$ cat src/rtl/spi_slave_burst.sv
// SPI slave with burst support, running entirely in the system clock domain.
// sclk/ss/mosi are oversampled through a synchroniser chain. Each frame becomes
// single-cycle register-bus write strobes or read-request strobes.
module spi_slave_burst #(
  parameter int ADDR_W      = 7,
  parameter int DATA_W      = 8,
  parameter int SYNC_STAGES = 2,
  parameter int CPOL        = 0,
  parameter int CPHA        = 0,
  parameter int AUTO_INC    = 1
) (
  input  logic              clk,
  input  logic              rst,
  input  logic              sclk,
  input  logic              ss,
  input  logic              mosi,
  output logic              miso,
  output logic              miso_oe,
  output logic [ADDR_W-1:0] reg_addr,
  output logic [DATA_W-1:0] reg_wdata,
  output logic              reg_we,
  output logic              reg_re,
  input  logic [DATA_W-1:0] reg_rdata,
  output logic              frame_err,
  output logic              busy
);

  localparam int MAX_BITS = ((ADDR_W + 1) > DATA_W) ? (ADDR_W + 1) : DATA_W;
  localparam int CNT_W    = (MAX_BITS > 2) ? $clog2(MAX_BITS) : 1;

  localparam logic [CNT_W-1:0]  HDR_LAST  = CNT_W'(ADDR_W);
  localparam logic [CNT_W-1:0]  DATA_LAST = CNT_W'(DATA_W - 1);
  localparam logic [CNT_W-1:0]  CNT_ONE   = CNT_W'(1);
  localparam logic [ADDR_W-1:0] ADDR_INC  = (AUTO_INC != 0) ? ADDR_W'(1) : '0;
  localparam logic              SCLK_IDLE = (CPOL != 0);
  localparam logic              SAMPLE_ON_RISE = (CPOL == CPHA);

  typedef enum logic [1:0] {
    IDLE,
    HDR,
    DATA_WR,
    DATA_RD
  } state_e;

  // Synchroniser chains and edge-detector history
  logic [SYNC_STAGES-1:0] sclk_sync_q, ss_sync_q, mosi_sync_q, vld_q;
  logic                   sclk_prev_q, ss_prev_q, armed_q;
  logic                   sclk_s, ss_s, mosi_s;
  logic                   sample_edge, shift_edge, ss_fall, ss_rise;

  // FSM and datapath registers
  state_e                 state_q, state_d;
  logic [CNT_W-1:0]       cnt_q, cnt_d;
  logic [ADDR_W-1:0]      hdr_q, hdr_d;
  logic [DATA_W-1:0]      rx_q, rx_d;
  logic [DATA_W-1:0]      tx_q, tx_d;
  logic                   first_q, first_d;
  logic [ADDR_W-1:0]      addr_q, addr_d;
  logic [DATA_W-1:0]      wdata_q, wdata_d;
  logic                   we_q, we_d;
  logic                   re_q, re_d;
  logic                   err_q, err_d;

  assign sclk_s = sclk_sync_q[SYNC_STAGES-1];
  assign ss_s   = ss_sync_q[SYNC_STAGES-1];
  assign mosi_s = mosi_sync_q[SYNC_STAGES-1];

  // Oversample the SPI pins; armed_q blocks frames already in progress at reset release
  always_ff @(posedge clk) begin
    if (rst) begin
      sclk_sync_q <= {SYNC_STAGES{SCLK_IDLE}};
      ss_sync_q   <= '1;
      mosi_sync_q <= '0;
      vld_q       <= '0;
      sclk_prev_q <= SCLK_IDLE;
      ss_prev_q   <= 1'b1;
      armed_q     <= 1'b0;
    end else begin
      sclk_sync_q <= {sclk_sync_q[SYNC_STAGES-2:0], sclk};
      ss_sync_q   <= {ss_sync_q[SYNC_STAGES-2:0], ss};
      mosi_sync_q <= {mosi_sync_q[SYNC_STAGES-2:0], mosi};
      vld_q       <= {vld_q[SYNC_STAGES-2:0], 1'b1};
      sclk_prev_q <= sclk_s;
      ss_prev_q   <= ss_s;
      armed_q     <= armed_q | (vld_q[SYNC_STAGES-1] & ss_s);
    end
  end

  // Edge classification on the synchronised pins
  always_comb begin
    sample_edge = 1'b0;
    shift_edge  = 1'b0;
    if (sclk_s != sclk_prev_q) begin
      sample_edge = (sclk_s == SAMPLE_ON_RISE);
      shift_edge  = (sclk_s != SAMPLE_ON_RISE);
    end
    ss_fall = armed_q & ss_prev_q & ~ss_s;
    ss_rise = ~ss_prev_q & ss_s;
  end

  // State and datapath register update
  always_ff @(posedge clk) begin
    if (rst) begin
      state_q <= IDLE;
      cnt_q   <= '0;
      hdr_q   <= '0;
      rx_q    <= '0;
      tx_q    <= '0;
      first_q <= 1'b0;
      addr_q  <= '0;
      wdata_q <= '0;
      we_q    <= 1'b0;
      re_q    <= 1'b0;
      err_q   <= 1'b0;
    end else begin
      state_q <= state_d;
      cnt_q   <= cnt_d;
      hdr_q   <= hdr_d;
      rx_q    <= rx_d;
      tx_q    <= tx_d;
      first_q <= first_d;
      addr_q  <= addr_d;
      wdata_q <= wdata_d;
      we_q    <= we_d;
      re_q    <= re_d;
      err_q   <= err_d;
    end
  end

  // Next-state logic: frame decode, strobes, address stepping and tx shifting
  always_comb begin
    state_d = state_q;
    cnt_d   = cnt_q;
    hdr_d   = hdr_q;
    rx_d    = rx_q;
    tx_d    = tx_q;
    first_d = first_q;
    addr_d  = addr_q;
    wdata_d = wdata_q;
    we_d    = 1'b0;
    re_d    = 1'b0;
    err_d   = 1'b0;

    // Write address steps on the clk after the strobe, so reg_we sees the old address
    if (we_q) begin
      addr_d = addr_q + ADDR_INC;
    end

    // Read data arrives the clk after reg_re; the next shift edge only clears first_q
    if (re_q) begin
      tx_d    = reg_rdata;
      first_d = 1'b1;
    end else if (shift_edge && (state_q == DATA_RD)) begin
      if (first_q) begin
        first_d = 1'b0;
      end else begin
        tx_d = {tx_q[DATA_W-2:0], 1'b0};
      end
    end

    case (state_q)
      IDLE: begin
        cnt_d = '0;
        if (ss_fall) begin
          state_d = HDR;
        end
      end
      default: begin
        if (ss_rise) begin
          state_d = IDLE;
          cnt_d   = '0;
          err_d   = (cnt_q != '0);
        end else if (sample_edge) begin
          case (state_q)
            HDR: begin
              if (cnt_q == HDR_LAST) begin
                cnt_d  = '0;
                addr_d = {hdr_q[ADDR_W-2:0], mosi_s};
                if (hdr_q[ADDR_W-1]) begin
                  state_d = DATA_RD;
                  re_d    = 1'b1;
                end else begin
                  state_d = DATA_WR;
                end
              end else begin
                cnt_d = cnt_q + CNT_ONE;
                hdr_d = {hdr_q[ADDR_W-2:0], mosi_s};
              end
            end
            DATA_WR: begin
              if (cnt_q == DATA_LAST) begin
                cnt_d   = '0;
                we_d    = 1'b1;
                wdata_d = {rx_q[DATA_W-2:0], mosi_s};
              end else begin
                cnt_d = cnt_q + CNT_ONE;
                rx_d  = {rx_q[DATA_W-2:0], mosi_s};
              end
            end
            DATA_RD: begin
              if (cnt_q == DATA_LAST) begin
                cnt_d  = '0;
                addr_d = addr_q + ADDR_INC;
                re_d   = 1'b1;
              end else begin
                cnt_d = cnt_q + CNT_ONE;
              end
            end
            default: begin
              state_d = IDLE;
            end
          endcase
        end
      end
    endcase
  end

  assign miso_oe   = (state_q == DATA_RD) & ~ss_s;
  assign miso      = miso_oe & tx_q[DATA_W-1];
  assign reg_addr  = addr_q;
  assign reg_wdata = wdata_q;
  assign reg_we    = we_q;
  assign reg_re    = re_q;
  assign frame_err = err_q;
  assign busy      = (state_q != IDLE);

endmodule

$ cat config.mk
export PLATFORM = sky130hd
export DESIGN_NAME = spi_slave_burst
export DESIGN_NICKNAME = d
export VERILOG_FILES = /design/src/rtl/spi_slave_burst.sv
export SDC_FILE = /design/constraint.sdc
export NUM_CORES = 1
export LEC_CHECK = 0
export CORE_UTILIZATION = 40
export CTS_BUF_LIST = sky130_fd_sc_hd__clkbuf_8
export DETAILED_ROUTE_END_ITERATION = 10
export HOLD_SLACK_MARGIN = 0.05
export MAX_ROUTING_LAYER = met4
export SLEW_MARGIN = 10
export SYNTH_ARGS = -nofsm -noshare
export SYNTH_HDL_FRONTEND = slang
export SYNTH_SLANG_ARGS = --single-unit
export TNS_END_PERCENT = 5
$ cat constraint.sdc
create_clock -name clk -period 4.9 [get_ports clk]
set_input_delay 1.47 -clock clk [delete_from_list [all_inputs] [get_ports clk]]
set_output_delay 1.47 -clock clk [all_outputs]
set_load 0.01 [all_outputs]
## Word level (Yosys, flattened, before mapping)

Index checks and enable logic that the tools add are counted.

- Register bits: 57
- Bits of input ports: 13
- Output and inout bits: 21
- Logic and storage cells: 90

- Add/subtract/negate cells: 2
- Equality and inequality tests: 9
- Multiplexer cells: 27
- Bitwise operators: 15
- Reductions and logical operators: 18

Operators by type and width:

| cell | number |
|---|---|
| $mux 7 | 6 |
| $mux 8 | 3 |
| $reduce_and 5->1 | 3 |
| $pmux 7 s2 | 1 |
| $mux 2 | 5 |
| $mux 1 | 9 |
| $reduce_or 3->1 | 3 |
| $not 1->1 | 8 |
| $add 7x1->7 const B | 1 |
| $and 1x1->1 | 6 |
| $reduce_bool 3->1 | 2 |
| $reduce_or 5->1 | 1 |
| $eq 2x2->1 const B | 2 |
| $ne 4x4->1 const B | 1 |
| $pmux 2 s2 | 1 |
| $reduce_and 2->1 | 2 |
| $reduce_and 4->1 | 1 |
| $reduce_bool 2->1 | 2 |
| $reduce_or 4->1 | 1 |
| $add 3x1->3 const B | 1 |
| $eq 3x3->1 const B | 1 |
| $mux 3 | 1 |
| $ne 3x1->1 const B | 1 |
| $eq 2x1->1 const B | 1 |
| other kinds (8) | 8 |

## Logic depth before layout (Yosys ltp)

Gate-level depths: netlist of the first run.

- Depth after elaboration: 7
- Depth in mapped cells: 7
- Gate-level depth less buffers: 6

## Worst setup path before layout of the first run

OpenSTA, ideal clock, no wires.

- Path kind: register to output
- From: register state_q[1]
- To: output miso
- Arrival: 1.166 ns
- Data required time: 3.430 ns
- Setup slack: 2.264 ns
- Stages on the path, launching flop included: 6
- Path buffers: 2
- Path through: dfxtp_1 buf_2 buf_2 nand2_1 nor2_1 and2_1

- Word-level cells in the longest chain between the ends: 3

Ends and longest elaborated chain:

| item | RTL line | text |
|---|---|---|
| from (decl) | 52 | `state_e state_q, state_d;` |
| from (signal assigned) | 116 | `state_q <= state_d;` |
| $eq 2x2->1 | 218 | `assign miso_oe = (state_q == DATA_RD) & ~ss_s;` |
| $and 1x1->1 | 218 |  |
| net miso_oe | 18 | `output logic miso_oe,` |
| $and 1x1->1 | 219 | `assign miso = miso_oe & tx_q[DATA_W-1];` |
| to (decl) | 17 | `output logic miso,` |

The timed path passes the listed nets, and every way through them passes these cells.

## Worst setup path after layout of the first run

- From: register state_q[1]
- To: output miso

- Word-level cells in the longest chain between the ends: 3

Ends and longest elaborated chain:

| item | RTL line |
|---|---|
| $eq 2x2->1 | 218 |
| $and 1x1->1 | 218 |
| $and 1x1->1 | 219 |

No other way between the ends.

==> results of run 1 <==
-- final cells by class --
class | instances | area, um2
sequential | 57 | 1140
fill | 553 | 2670
tap | 72 | 90.1
multi-input combinational | 171 | 1150
clock buffer | 10 | 138
timing repair buffer | 34 | 338
clock inverter | 6 | 90.1
inverter | 7 | 26.3
-- per-stage QoR --
step | util, % | worst slack, ns
6_report | 52.6 | 1.43
5_1_grt | 52.6 | 1.32
4_1_cts | 52.6 | 1.39
3_5_place_dp | 48.6 | 1.76
3_3_place_gp | 48.6 | 1.77
2_1_floorplan | - | 2.26
-- cells by family after synthesis --
logic type | after synthesis
and+or+nand+nor | 97
DFF | 57
muxes | 32
AOI/OAI and AO/OA | 30
buffers and inverters | 23
xor gates and xnor gates | 8
adders and majority gates | 4
-- where the power goes --
part / total, mW / switching (mW) / internal (mW)
combinational: 0.0235 / 0.0109 / 0.0125
sequential: 0.470 / 0.00258 / 0.468
clock: 0.495 / 0.193 / 0.302
total: 0.989 / 0.207 / 0.782
-- final timing paths --
path / to / cells past startpoint
max: miso / 4
min: ss_sync_q[1] / 1
max reg2reg: hdr_q[3] / 6
min reg2reg: ss_sync_q[1] / 1
-- metal layers --
metal	share of wire (%)	wire length (um)	up-vias	track usage [%]
met3	5.1	226	4	6.17
met2	45	1990	41	23.6
li1	-	-	916	-
met5	0	0	-	-
met4	1.2	53	0	7.09
met1	49	2170	810	20.3
-- cell usage in the layout, fill, tap and decap left out, drive strengths merged, types with 4 or more instances in the layout --
| cell | instances |
|---|---|
| o21ai | 4 |
| or3 | 4 |
| nor2 | 48 |
| clkdlybuf4s50 | 33 |
| a21oi | 8 |
| inv | 8 |
| xor2 | 6 |
| mux2i | 32 |
| ha | 4 |
| a211oi | 7 |
| nor2b | 7 |
| clkbuf | 10 |
| nand3 | 8 |
| dfxtp | 57 |
| nand2 | 10 |
-- flip-flops by register name, summed over array words and instances (netlist names), 2 cells and up --
register	cells
tx_q	8
reg_addr	7
vld_q	2
sclk_sync_q	2
hdr_q	7
mosi_sync_q	2
state_q	2
reg_wdata	8
cnt_q	3
ss_sync_q	2
rx_q	7
==> out/metrics.yaml, run 1 <==
grt:
  grt_pass1_vias: 1645
  grt_max_degree: 37
  antenna_found_initial: 0
  globalRouteTotalUtil_pct: 16.3
  grt_overflow_total: 0
  grt_pass1_wl_um: 7600
setup_path:
  r2r_start: "cnt_q[0]"
  path_cells: "nand2_1 -> nor2_1 -> and2_1 -> clkdlybuf4s50_1"
  startpoint_type: "flip-flop"
  critical_path_class: "reg2out"
  slowest_stage: "dfxtp_1"
  critPathBufInv: 1
  endpoint_kind: "output port"
  critPathLaunch: "state_q[1]"
  critPathRequiredTime_ns: 3.43
  cp_top_family: "flip-flops"
  reg2reg_slack_ns: 2.87
  critPathArrivalTime_ns: 2.00
  crit_path_max_incr_delay_ns: 0.75
  cp_max_fo: 22
logic_synthesis:
  synth_fa_ha_area_share_pct: 2.09
  async_reset_ff_share_pct: 0
  yosys.area_share.simple_pct: 20.5
  synth_top_family_by_area: "simple AND/OR/NAND/NOR gates"
  synth_cell_type_count: 42
  syn_inst: 251
  synthMuxAreaShare_pct: 13.4
  yosysTopAreaCell: "dfxtp_1"
  syn_nets: 268
  netlist.area_leader.share_pct: 47.6
  synth.most_common_cell: "dfxtp_1"
  synth-warning-count: 0
  synth_xor_xnor_area_share_pct: 2.92
  synth.cell_area_um2: 2400
  synth_top_flop_cell: "dfxtp_1"
  synth_compound_area_share_pct: 8.93
  synth.avg_cell_area_um2: 9.55
  ys_top_cells_by_area: "dfxtp_1 48%, mux2i_1 13%, nor2_1 7.4%"
  synth_edf_count: 0
  ys_seq_area_share_pct: 47.6
  ys_ff_latch: 57
  yosys-top-cells-count: "57 x dfxtp_1, 47 x nor2_1, 32 x mux2i_1, 10 x nand2_1, 8 x a21oi_1"
routing:
  first_iter_violations: 91
  wl_per_cell_um: 12.4
  wl_um: 4430
  vias: 1771
  first_pass_iters: 4
  drcViolationCount: 0
  drtAntennaViolNets: 0
  post_drt_via_cell_ratio: 4.96
timing:
  skew_ns: 0.00540
  worstMarginPinSlew_ns: 0.668
  relSlewSlack_pct: 55.4
  rsz0062_at_grt: "false"
  fin_crit_sh_pct: 70.9
  slew_violations: 0
  finalSetupTns_ns: 0
  setup_violations: 0
  hold_ws_ns: 0.412
  post-route-min-period_ns: 3.47
  fmaxAchievable_ghz: 0.288
  hold_violations: 0
die:
  start_util_pct: 42.5
  die_w_um: 79.4
  rows: 27
  die-area_um2: 6300
  io_pins: 34
  die_height_um: 79.4
  core_um2: 5640
clock_tree:
  cts_sinks: 57
  postCtsHoldBufs: 0
  cts_root_buf: "clkbuf_8"
  cts.reportedPaths.clkPinSlew_ns: 0.07
  htree_levels: 3
  clockBufferDepth: 2
  cts_resized: 0
  clk-insertion-delay-late_ns: 0.33
  cts_buffers: 9
  cts_setup_buffers: 0
  cts_tree: "built"
power:
  p_leak_nw: 1.15
  power_per_cell_area_nw_per_um2: 333
  power_mw: 0.989
  irDropWorstVdd_v: 0.000264
placement:
  dp.cells: 341
  io_buffer_count: 33
  gp_congestion: 0.836
  place_hpwl_um: 2960
  placed_cell_area_um2: 2740
final_layout:
  antenna_cells: 0
  stdcell_count: 357
  drive_gt1_share_pct: 9.12
  area_delta_synth_final_pct: 23.9
  final_nets: 297
  design_area_um2: 2970
min_path:
  min_path_type: "reg2reg"
  hold_start: "ss_sync_q[0]"
outcome:
  outcome: "finished clean"
run:
  max_cap_viol_count: 0
No activity file was read; power rests on OpenSTA's default activity.
==> inputs of run 2 (changes only) <==
==> constraint.sdc (replaced) <==
create_clock -name clk -period 2.9 [get_ports clk]
set_input_delay 0.87 -clock clk [delete_from_list [all_inputs] [get_ports clk]]
set_output_delay 0.87 -clock clk [all_outputs]
set_load 0.01 [all_outputs]
==> run 2 against run 1 <==
Compared with the run above: critical path type unchanged; clock power up 59%; sequential power up 69%; core utilization up 0.089 points; clock skew about the same; global-route usage up 0.59 points.
==> out/metrics.yaml, run 2 (synthesized netlist as in run 1, its figures left out) <==
routing:
  first_pass_iters: 4  # unchanged
  wl_um: 4530  # +2.3%
  vias: 1742  # -1.6%
  drcViolationCount: 0  # unchanged
  wl_per_cell_um: 12.6  # +1.4%
  post_drt_via_cell_ratio: 4.84  # -2.5%
  drtAntennaViolNets: 0  # unchanged
  first_iter_violations: 72  # -21%
setup_path:
  r2r-end: "hdr_q[2]"
  critical_path_class: "reg2out"
  critPathArrivalTime_ns: 1.73  # -0.27 ns
  crit_path_max_incr_delay_ns: 0.53  # -0.22 ns
  startpoint_type: "flip-flop"
  cp_top_family: "buffers and inverters"
  critPathRequiredTime_ns: 2.03  # -1.40 ns
  rr_worst_depth: 6  # unchanged
  r2r_start: "cnt_q[0]"
  path_cells: "nand2_1 -> nor2_1 -> and2_1 -> clkdlybuf4s50_1"
  reg2reg_slack_ns: 0.82  # -2.05 ns
  critPathBufInv: 1  # unchanged
  cp_max_fo: 9  # -59%
  endpoint_kind: "output port"
  slowest_stage: "clkdlybuf4s50_1"
die:
  die-area_um2: 6300  # unchanged
  core_um2: 5640  # unchanged
  die_height_um: 79.4  # unchanged
  io_pins: 34  # unchanged
  start_util_pct: 42.5  # unchanged
  rows: 27  # unchanged
  die_w_um: 79.4  # unchanged
clock_tree:
  postCtsHoldBufs: 0  # unchanged
  cts_resized: 0  # unchanged
  cts.reportedPaths.clkPinSlew_ns: 0.06  # about the same
  cts_root_buf: "clkbuf_8"
  htree_levels: 3  # unchanged
  cts_tree: "built"
  cts_setup_buffers: 0  # unchanged
  cts_sinks: 57  # unchanged
  clockBufferDepth: 2  # unchanged
  clk-insertion-delay-late_ns: 0.34  # about the same
  cts_buffers: 9  # unchanged
final_layout:
  area_delta_synth_final_pct: 24.1
  most-common-layout-cells: "57 x dfxtp_1, 47 x nor2_1, 33 x clkdlybuf4s50_1, 32 x mux2i_1, 10 x nand2_1"
  layout_commonest_cell: "dfxtp_1"
  post-route-util_pct: 52.7  # +0.089 points
  final_nets: 300  # +1.0%
  drive_gt1_share_pct: 9.72  # +0.60 points
  multi_input_area_um2: 1150  # unchanged
  seqCellArea_um2: 1140  # unchanged
  nFillCells: 538  # -2.7%
  stdcell_count: 360  # +0.84%
  antenna_cells: 0  # unchanged
timing:
  hold_ws_ns: 0.411  # -0.000728 ns
  skew_ns: 0.00575  # +0.000351 ns
  relSlewSlack_pct: 59.0  # +3.6 points
  fin_crit_sh_pct: 89.7
  rsz0062_at_grt: "false"
  worstMarginPinSlew_ns: 0.613  # -0.0556 ns
  post-route-min-period_ns: 2.60
  hold_violations: 0  # unchanged
  fmaxAchievable_ghz: 0.385
  slew_violations: 0  # unchanged
  setup_violations: 0  # unchanged
  finalSetupTns_ns: 0  # unchanged
grt:
  grt_overflow_total: 0  # unchanged
  antenna_found_initial: 0  # unchanged
  grt_pass1_vias: 1605  # -2.4%
  grt_pass1_wl_um: 7830  # +3.0%
  grt_max_degree: 22  # -41%
  globalRouteTotalUtil_pct: 16.9  # +0.59 points
placement:
  dp.cells: 344  # +0.88%
  io_buffer_count: 33  # unchanged
  gp_congestion: 0.721  # -14%
  place_hpwl_um: 3030  # +2.3%
outcome:
  outcome: "finished clean"
min_path:
  hold_start: "ss_sync_q[0]"
  hold_end: "ss_sync_q[1]"
  min_path_type: "reg2reg"
  hold_path_depth: 1  # unchanged
run:
  max_cap_viol_count: 0  # unchanged
power:
  irDropWorstVdd_v: 0.000324  # +23%
  p_leak_nw: 1.16  # +1.1%
  power_per_cell_area_nw_per_um2: 547  # +64%
-- run 2: per-stage QoR --
stage / instance area, um2 / setup WS [ns] / power (mW)
after detailed placement: 2760 / 0.528 / 0.855
after global routing: 2970 / 0.154 / 1.69
after global placement: 2760 / 0.555 / 0.855
after floorplan: 2400 / 0.864 / 0.830
after CTS: 2970 / 0.274 / 1.65
final: 2970 / 0.300 / 1.63
-- run 2: report_power, final --
part / switching [mW] / internal, mW / leakage [nW]
Sequential: 0.00484 / 0.790 / 0.461
Clock: 0.314 / 0.475 / 0.110
Combinational: 0.0190 / 0.0230 / 0.586
Total: 0.337 / 1.29 / 1.16
-- run 2: worst reg2reg max path: stages (launching register included) --
cell	delay, ns
dfxtp_1	0.33
ha_1	0.21
ha_1	0.23
nor3b_1	0.37
nand4b_1	0.47
mux2i_1	0.29
nor2_1	0.06
-- run 2: final cells by class --
| class | instances | area share [%] |
|---|---|---|
| multi-input combinational | 171 | 38.5 |
| sequential | 57 | 38.4 |
| timing repair buffer | 37 | 12.1 |
| clock buffer | 9 | 4.16 |
| tap | 72 | 3.03 |
| clock inverter | 7 | 2.90 |
| inverter | 7 | 0.883 |
-- run 2: worst max-delay path by stage --
stage	start	endpoint	slack (ns)	cells after the start
finish	state_q[0]	miso	0.30	4
CTS	state_q[0]	miso	0.27	4
detailed placement	rst	reg_addr[4]	0.53	4
floorplan	state_q[1]	miso	0.86	5
global placement	rst	reg_addr[4]	0.55	4
global route	state_q[0]	miso	0.15	4
-- run 2: per-layer routing --
layer,track usage (%),share of wire [%],routed length [um],vias up
li1,-,-,-,924
met1,22.8,55,2490,782
met2,21.8,40,1800,30
met3,6.86,4.2,190,6
met4,7.64,1.2,56,0
met5,-,0,0,-
